**config.mk**
```make
export PLATFORM = sky130hd
export DESIGN_NAME = video_timing_gen
export DESIGN_NICKNAME = d
export VERILOG_FILES = /design/src/rtl/video_timing_pkg.sv /design/src/rtl/video_axis_counter.sv /design/src/rtl/video_timing_gen.sv
export SDC_FILE = /design/constraint.sdc
export NUM_CORES = 1
export LEC_CHECK = 0
export CAP_MARGIN = 20
export CORE_MARGIN = 4
export CORE_UTILIZATION = 54
export CTS_BUF_LIST = sky130_fd_sc_hd__clkbuf_4
export CTS_CLUSTER_SIZE = 24
export DETAILED_ROUTE_END_ITERATION = 12
export PLACE_DENSITY_LB_ADDON = 0.12
export SLEW_MARGIN = 20
export SYNTH_ARGS = -nofsm -noshare
export SYNTH_HDL_FRONTEND = slang
export SYNTH_SLANG_ARGS = --single-unit
```
**constraint.sdc**
```tcl
create_clock -name i_Clk -period 3.1 [get_ports i_Clk]
set_clock_uncertainty 0.15 [all_clocks]
set_input_delay 0.62 -clock i_Clk [delete_from_list [all_inputs] [get_ports i_Clk]]
set_output_delay 0.62 -clock i_Clk [all_outputs]
set_load 0.01 [all_outputs]
```
**src/rtl/video_timing_pkg.sv**
```systemverilog
// Shared timing presets and helpers for the raster timing generator.
// Each preset gives active/front/sync/back for one axis.
package video_timing_pkg;

    typedef struct packed {
        int unsigned active;
        int unsigned front;
        int unsigned sync;
        int unsigned back;
    } axis_timing_t;

    localparam axis_timing_t VGA_640X480_60_H = '{active: 640, front: 16, sync: 96, back: 48};
    localparam axis_timing_t VGA_640X480_60_V = '{active: 480, front: 10, sync: 2,  back: 33};

    localparam axis_timing_t S86_NATIVE_H = '{active: 512, front: 16, sync: 48, back: 64};
    localparam axis_timing_t S86_NATIVE_V = '{active: 240, front: 4,  sync: 3,  back: 15};

    function automatic int unsigned axis_total(input axis_timing_t t);
        return t.active + t.front + t.sync + t.back;
    endfunction

endpackage

```
**src/rtl/video_axis_counter.sv**
```systemverilog
// One raster axis: wrapping position counter with resync load and
// registered blank/sync decode of the position being loaded.
module video_axis_counter
    import video_timing_pkg::*;
#(
    parameter int unsigned ACTIVE = 640,
    parameter int unsigned FRONT  = 16,
    parameter int unsigned SYNC   = 96,
    parameter int unsigned BACK   = 48,
    parameter int unsigned RESYNC = 0,
    parameter int unsigned WIDTH  = 12
) (
    input  logic             i_Clk,
    input  logic             i_nRst,
    input  logic             i_Step,
    input  logic             i_Load,
    output logic             o_Wrap,
    output logic [WIDTH-1:0] o_Count,
    output logic             o_Blank,
    output logic             o_nSync
);

    localparam int unsigned TOTAL      = ACTIVE + FRONT + SYNC + BACK;
    localparam int unsigned SYNC_START = ACTIVE + FRONT;
    localparam int unsigned SYNC_END   = SYNC_START + SYNC;

    if (64'(TOTAL) > (64'd1 << WIDTH)) begin : g_bad_total
        $error("video_axis_counter: TOTAL does not fit in WIDTH");
    end
    if (ACTIVE == 0 || SYNC == 0) begin : g_bad_zero
        $error("video_axis_counter: ACTIVE and SYNC must be non-zero");
    end
    if (RESYNC >= TOTAL) begin : g_bad_resync
        $error("video_axis_counter: RESYNC must be below TOTAL");
    end

    logic [WIDTH-1:0] r_Count;
    logic             r_Blank;
    logic             r_nSync;
    logic [WIDTH-1:0] w_Next;
    logic [31:0]      w_CountExt;
    logic [31:0]      w_NextExt;

    assign w_CountExt = 32'(r_Count);
    assign o_Wrap     = i_Step & (w_CountExt == TOTAL - 1);

    always_comb begin
        w_Next = r_Count;
        if (i_Load)
            w_Next = WIDTH'(RESYNC);
        else if (o_Wrap)
            w_Next = '0;
        else if (i_Step)
            w_Next = r_Count + 1'b1;
    end

    assign w_NextExt = 32'(w_Next);

    // Decode the incoming position so flags line up with the count register.
    always_ff @(posedge i_Clk or negedge i_nRst) begin
        if (!i_nRst) begin
            r_Count <= '0;
            r_Blank <= 1'b0;
            r_nSync <= 1'b1;
        end else begin
            r_Count <= w_Next;
            r_Blank <= (w_NextExt >= ACTIVE);
            r_nSync <= !((w_NextExt >= SYNC_START) && (w_NextExt < SYNC_END));
        end
    end

    assign o_Count = r_Count;
    assign o_Blank = r_Blank;
    assign o_nSync = r_nSync;

endmodule

```
**src/rtl/video_timing_gen.sv**
```systemverilog
// Parametrised raster timing generator with pixel clock-enable and genlock
// resync; all outputs describe the position currently held in o_X/o_Y.
module video_timing_gen
    import video_timing_pkg::*;
#(
    parameter int unsigned H_WIDTH           = 12,
    parameter int unsigned V_WIDTH           = 12,
    parameter int unsigned H_ACTIVE          = VGA_640X480_60_H.active,
    parameter int unsigned H_FRONT           = VGA_640X480_60_H.front,
    parameter int unsigned H_SYNC            = VGA_640X480_60_H.sync,
    parameter int unsigned H_BACK            = VGA_640X480_60_H.back,
    parameter int unsigned V_ACTIVE          = VGA_640X480_60_V.active,
    parameter int unsigned V_FRONT           = VGA_640X480_60_V.front,
    parameter int unsigned V_SYNC            = VGA_640X480_60_V.sync,
    parameter int unsigned V_BACK            = VGA_640X480_60_V.back,
    parameter int unsigned H_RESYNC          = 0,
    parameter int unsigned V_RESYNC          = 0,
    parameter int unsigned FRAME_COUNT_WIDTH = 8
) (
    input  logic                         i_Clk,
    input  logic                         i_nRst,
    input  logic                         i_CE,
    input  logic                         i_Resync,
    output logic [H_WIDTH-1:0]           o_X,
    output logic [V_WIDTH-1:0]           o_Y,
    output logic                         o_nHSync,
    output logic                         o_nVSync,
    output logic                         o_HBlank,
    output logic                         o_VBlank,
    output logic                         o_Active,
    output logic                         o_LineStart,
    output logic                         o_FrameStart,
    output logic [FRAME_COUNT_WIDTH-1:0] o_FrameCount
);

    localparam logic RESYNC_LINE  = (H_RESYNC == 0);
    localparam logic RESYNC_FRAME = (H_RESYNC == 0) && (V_RESYNC == 0);

    logic                         r_Pending;
    logic                         r_LineStart;
    logic                         r_FrameStart;
    logic [FRAME_COUNT_WIDTH-1:0] r_FrameCount;
    logic                         w_ResyncReq;
    logic                         w_Apply;
    logic                         w_HStep;
    logic                         w_HWrap;
    logic                         w_VWrap;
    logic                         w_LineStart;
    logic                         w_FrameStart;

    // A request waits until the next enabled cycle; that cycle loads instead of advancing.
    assign w_ResyncReq  = i_Resync | r_Pending;
    assign w_Apply      = i_CE & w_ResyncReq;
    assign w_HStep      = i_CE & ~w_Apply;
    assign w_LineStart  = w_Apply ? RESYNC_LINE  : w_HWrap;
    assign w_FrameStart = w_Apply ? RESYNC_FRAME : (w_HWrap & w_VWrap);

    video_axis_counter #(
        .ACTIVE (H_ACTIVE),
        .FRONT  (H_FRONT),
        .SYNC   (H_SYNC),
        .BACK   (H_BACK),
        .RESYNC (H_RESYNC),
        .WIDTH  (H_WIDTH)
    ) u_h_axis (
        .i_Clk   (i_Clk),
        .i_nRst  (i_nRst),
        .i_Step  (w_HStep),
        .i_Load  (w_Apply),
        .o_Wrap  (w_HWrap),
        .o_Count (o_X),
        .o_Blank (o_HBlank),
        .o_nSync (o_nHSync)
    );

    video_axis_counter #(
        .ACTIVE (V_ACTIVE),
        .FRONT  (V_FRONT),
        .SYNC   (V_SYNC),
        .BACK   (V_BACK),
        .RESYNC (V_RESYNC),
        .WIDTH  (V_WIDTH)
    ) u_v_axis (
        .i_Clk   (i_Clk),
        .i_nRst  (i_nRst),
        .i_Step  (w_HWrap),
        .i_Load  (w_Apply),
        .o_Wrap  (w_VWrap),
        .o_Count (o_Y),
        .o_Blank (o_VBlank),
        .o_nSync (o_nVSync)
    );

    always_ff @(posedge i_Clk or negedge i_nRst) begin
        if (!i_nRst) begin
            r_Pending    <= 1'b0;
            r_LineStart  <= 1'b0;
            r_FrameStart <= 1'b0;
            r_FrameCount <= '0;
        end else begin
            r_Pending    <= w_ResyncReq & ~i_CE;
            r_LineStart  <= w_LineStart;
            r_FrameStart <= w_FrameStart;
            if (w_FrameStart)
                r_FrameCount <= r_FrameCount + 1'b1;
        end
    end

    assign o_Active     = ~o_HBlank & ~o_VBlank;
    assign o_LineStart  = r_LineStart;
    assign o_FrameStart = r_FrameStart;
    assign o_FrameCount = r_FrameCount;

endmodule

```
# After elaboration in Yosys (flattened, before gate mapping)
# Index checks and enable logic that the tools add are counted.
dict set report word_totals {
  register_bits 39
  input_bits 4
  out_inout_bits 39
  word_cells 45
}
dict set report classes {
  n_addsub 3
  n_lt_le_gt_ge 6
  eq_ne 2
  mux 8
  n_bitwise 12
  n_reduce_logical 4
}
# operator count
set op_table {}
lappend op_table {{$mux 12} 6}
lappend op_table {{$add 12x1->12 const B} 2}
lappend op_table {{$eq 12x10->1 const B} 2}
lappend op_table {{$ge 12x10->1 const B} 2}
lappend op_table {{$ge 12x9->1 const B} 2}
lappend op_table {{$lt 12x10->1 const B} 1}
lappend op_table {{$lt 12x9->1 const B} 1}
lappend op_table {{$add 8x1->8 const B} 1}
lappend op_table {{$and 1x1->1} 7}
lappend op_table {{$not 1->1} 4}
lappend op_table {{$logic_and 1x1->1} 2}
lappend op_table {{$logic_not 1->1} 2}
lappend op_table {{$mux 1} 2}
lappend op_table {{$or 1x1->1} 1}

# Logic depth before layout (Yosys ltp)
dict set report logic_depth {
  word_depth 11
  ltp_mapped 8
  ltp_nobuf 6
}

# Cells and area by module
# A second synthesis with hierarchy kept.
dict set report unflattened {
  hier_cells 235
  hier_area_um2 2277.2
}
# mod instances cells_each area_each_um2 seq_area_each_um2
set by_module_without_submodules {}
lappend by_module_without_submodules {{video_axis_counter at u_v_axis} 1 101 908.4 351.6}
lappend by_module_without_submodules {{video_axis_counter at u_h_axis} 1 92 867.1 351.6}
lappend by_module_without_submodules {video_timing_gen 1 42 501.7 275.3}

# Worst setup path after synthesis
# No wires, ideal clock.
dict set report synth_path {
  kind {register to register}
  startpoint {register u_h_axis.r_Count[6] (netlist: u_h_axis.o_Count[6])}
  endpoint {register r_FrameCount[7] (netlist: o_FrameCount[7])}
  setup_time_ns 0.125
  arrival_time_ns 2.610
  required_time_ns 2.825
  setup_slack_ns 0.215
  stages_incl_launch_ff 9
  path_buffers 3
  period_less_slack_ns 2.885
  cell_sequence {dfrtp_1 -> buf_6 -> or4b_4 -> or4_1 -> buf_2 -> o41ai_4 -> buf_6 -> nand4_4 -> xnor2_2}
}
dict set report synth_via {
  elab_chain_cells 5
}
# element line
set synth_lines {}
lappend synth_lines {{start: declaration} video_axis_counter.sv:37} ;# logic [WIDTH-1:0] r_Count;
lappend synth_lines {{start signal: assignment} video_axis_counter.sv:66} ;# r_Count <= w_Next;
lappend synth_lines {{$eq 12x10->1 *} video_axis_counter.sv:45} ;# assign o_Wrap = i_Step & (w_CountExt == TOTAL - 1);
lappend synth_lines {{$and 1x1->1 *} video_axis_counter.sv:45}
lappend synth_lines {{$and 1x1->1} video_axis_counter.sv:45}
lappend synth_lines {{$and 1x1->1 *} video_timing_gen.sv:56} ;# assign w_FrameStart = w_Apply ? RESYNC_FRAME : (w_HWrap & w_VWrap);
lappend synth_lines {{$mux 1 *} video_timing_gen.sv:56}
lappend synth_lines {{end signal: assignment} video_timing_gen.sv:105} ;# r_FrameCount <= r_FrameCount + 1'b1;
lappend synth_lines {{end: declaration} video_timing_gen.sv:42} ;# logic [FRAME_COUNT_WIDTH-1:0] r_FrameCount;
# Every way passes the cells marked *; elsewhere a longest branch is shown, timed or not.
# A chain may end at the register's enable or synchronous reset.

# Worst setup path in the final report
dict set report layout_path {
  startpoint {register u_h_axis.r_Count[5] (netlist: u_h_axis.o_Count[5])}
  endpoint {register u_v_axis.r_Blank (netlist: u_v_axis.o_Blank)}
}
dict set report layout_via {
  elab_chain_cells 6
  elab_cells_between_ends 7
  classes_between {1 x order compare; 1 x eq/ne; 3 x mux; 2 x bitwise}
}
# element line
set layout_lines {}
lappend layout_lines {{$eq 12x10->1 *} video_axis_counter.sv:45}
lappend layout_lines {{$and 1x1->1 *} video_axis_counter.sv:45}
lappend layout_lines {{$mux 12 / $and 1x1->1 (equally long branches)} {video_axis_counter.sv:53, video_axis_counter.sv:45}}
lappend layout_lines {{$mux 12 *} video_axis_counter.sv:51} ;# else if (o_Wrap)
lappend layout_lines {{$mux 12 *} video_axis_counter.sv:49} ;# if (i_Load)
lappend layout_lines {{$ge 12x9->1 *} video_axis_counter.sv:67} ;# r_Blank <= (w_NextExt >= ACTIVE);
lappend layout_lines {{end signal: assignment} video_axis_counter.sv:67}
lappend layout_lines {{end: declaration} video_axis_counter.sv:38} ;# logic r_Blank;
# Marked as above.

==> impl_metrics.yaml <==
outcome:
  status: "finished clean"
floorplanning:
  die_h_um: 72.33
  start_util_pct: 55.86
  rows: 23
  num_io_pins: 43
  design.core.area_um2: 4000
  die_w_um: 72.33
  die_area_um2: 5232
logic_synthesis:
  synthTopCellsByCount: "dfrtp_1, nor2_1, xnor2_1, nand2_1"
  synth-xor-area-share_pct: 8.567
  synth_compound_area_share_pct: 14.22
  synth_top_cell_area_share_pct: 41.43
  yosysWarnings: 0
  synth_top_family_by_area: "simple AND/OR/NAND/NOR gates"
  yosysSeqAreaShare_pct: 43.78
  synth-simple-area-share_pct: 25.42
  synth_top_cells_by_area: "dfrtp_1, xnor2_1, nor2_1"
  synthFlopType: "dfrtp_1"
  synth-edff-count: 0
  synthesis.nets: 238
  synth_cell_types: 54
  synthCells: 230
  synthMuxAreaShare_pct: 1.456
  async_reset_ff_share_pct: 100.0
  syn-mean-instance-area_um2: 9.716
  synth_area_um2: 2235
  synthAdderAreaFrac_pct: 2.240
  yosysTopAreaCell: "dfrtp_1"
  synth.most_common_cell: "dfrtp_1"
  ys_ff_latch: 39
place:
  placed_cells: 327
  port_buffers: 42
  gp_congestion: 0.8256
  dp_hpwl_um: 3689
routing:
  drc: 0
  drtPass1Iterations: 4
  wl_per_cell_um: 15.35
  routed_wl_um: 5143
  postRouteAntennaNets: 0
  vias: 1931
  drtIter0Drc: 104
  vias_per_cell: 5.764
critical_path:
  worstPathArrival_ns: 3.01
  end_kind: "register"
  crit_path_start_kind: "register"
  cp_max_fo: 8
  worstReg2RegStart: "u_h_axis.o_Count[5]"
  worstPathRequired_ns: 3.24
  critical_path_class: "register to register"
  startpoint: "u_h_axis.o_Count[5]"
sta:
  setup_violations: 0
  slew_headroom_pct: 43.33
  worst_pin_slew_ns: 0.8501
  max_freq_mhz: 348.1
  drv_slew: 0
  rsz0062_at_grt: "no"
  hold_viol_final: 0
  finalCritPeriodShare_pct: 92.67
  fin_crit_ns: 2.873
finish:
  diodes: 0
  drive_above_1_share_pct: 14.39
  final_nets: 292
  syn2layout_area_growth_pct: 29.68
  final_cells: 335
  fill_cells: 310
clock_network:
  cts.sinks: 39
  cts_root_buf: "clkbuf_4"
  htree_num_levels: 2
  cts.clk_slew.worst_paths_ns: 0.12
  numCtsBuffers: 5
  worstSkewPairLatency_ns: 0.36
  hold_buffers: 0
  cts_tree: "yes"
  cts_resized: 0
  clockBufferDepth: 2
  post_cts_buffers: 0
global_route:
  globalRoute.totalOverflow: 0
  grt_pass1_wl_um: 9066
  grt_max_degree: 40
  grt_pass1_vias: 1929
  grt.total_usage_pct: 21.90
  antenna_found_initial: 0
power_and_ir_drop:
  power_leakage_uw: 0.001174
  vdd_drop_max_mv: 0.4142
  total_power_uw: 1247
  powerDensity_nw_per_um2: 430.2
hold_path:
  hold_path_class: "input port to asynchronous set/reset pin"
run:
  maxCapViolCount: 0
## area by class of cell
| type | count | area (µm²) | area share, % |
|---|---|---|---|
| clock buffer | 5 | 37.54 | 1.295 |
| clock inverter | 3 | 67.56 | 2.332 |
| inverter | 5 | 18.77 | 0.6477 |
| multi-input combinational | 171 | 1167 | 40.28 |
| sequential | 39 | 978.4 | 33.77 |
| tap | 50 | 62.56 | 2.159 |
| timing repair buffer | 62 | 565.5 | 19.52 |
## report_power, final
part           switching (µW)  total (µW)  internal [µW]
clock network             182         433            251
registers                49.3         600            551
logic                    91.3         214            122
## stage by stage
stage               instance area, µm²  hold slack, ns   TNS, ns  util (%)  worst slack, ns
detailed placement                2793          0.3299  -0.01060     69.82         -0.01060
CTS                               2898          0.2351         0     72.44           0.2078
floorplan                         2235          0.1744         0         -           0.2152
finish                            2898          0.2079         0     72.44           0.2271
global route                      2898          0.2647         0     72.44          0.08193
global placement                  2793          0.3280         0     69.82          0.03149
## per-layer routing
| metal | share of wire [%] | wire length [µm] | global-route usage (%) | vias to the layer above |
|---|---|---|---|---|
| met5 | 0 | 0 | 0 | - |
| met4 | 1.5 | 75 | 6.681 | 0 |
| met3 | 5.3 | 275 | 5.263 | 9 |
| met2 | 46 | 2385 | 33.87 | 52 |
| met1 | 47 | 2407 | 30.48 | 922 |
| li1 | - | - | - | 948 |
## placed cells by master, fill, tap and decap left out, types with 3 or more instances in the layout
master,instances
nand4_1,11
a21oi_1,9
a211oi_1,3
inv_1,5
and4_1,4
ha_1,4
clkdlybuf4s50_1,41
nand3b_1,3
xnor2_1,15
buf_4,20
o211ai_1,3
nand2_1,13
o31ai_1,3
nor2_1,27
nor3_1,4
clkbuf_4,5
or3_1,7
dfrtp_1,37
o21ai_0,11
nand3_1,10
xor2_1,5
and3_1,6
## final timing paths
check,endpoint,slack (ns),depth (start not counted)
min reg2reg,o_FrameCount[5],0.35,1
max,u_v_axis.o_Blank,0.23,7
min,u_v_axis.o_Count[5],0.21,1
max reg2reg,u_v_axis.o_Blank,0.23,7
max in group asynchronous,u_h_axis.o_Count[3],2.07,1
min in group i_Clk,o_FrameCount[5],0.35,1
## critical path, stage by stage (launching register included)
cell	delay, ns
dfrtp_1	0.39
or4bb_1	0.60
or4_1	0.54
buf_4	0.18
buf_4	0.14
or3_1	0.38
a221oi_2	0.29
o2bb2ai_1	0.14
## cell families after synthesis
family / after synthesis
AOI/OAI and AO/OA: 43
adders and majority gates: 4
and+or+nand+nor: 100
xor gates and xnor gates: 21
DFF: 39
muxes: 3
buffers and inverters: 20
## flip-flops by register name, indices dropped and copies added (netlist names)
name,flops
o_FrameCount,8
o_FrameStart,1
o_LineStart,1
r_Pending,1
u_h_axis.o_Blank,1
u_h_axis.o_Count,12
u_h_axis.o_nSync,1
u_v_axis.o_Blank,1
u_v_axis.o_Count,12
u_v_axis.o_nSync,1
No activity file was read; power rests on OpenSTA's default activity.
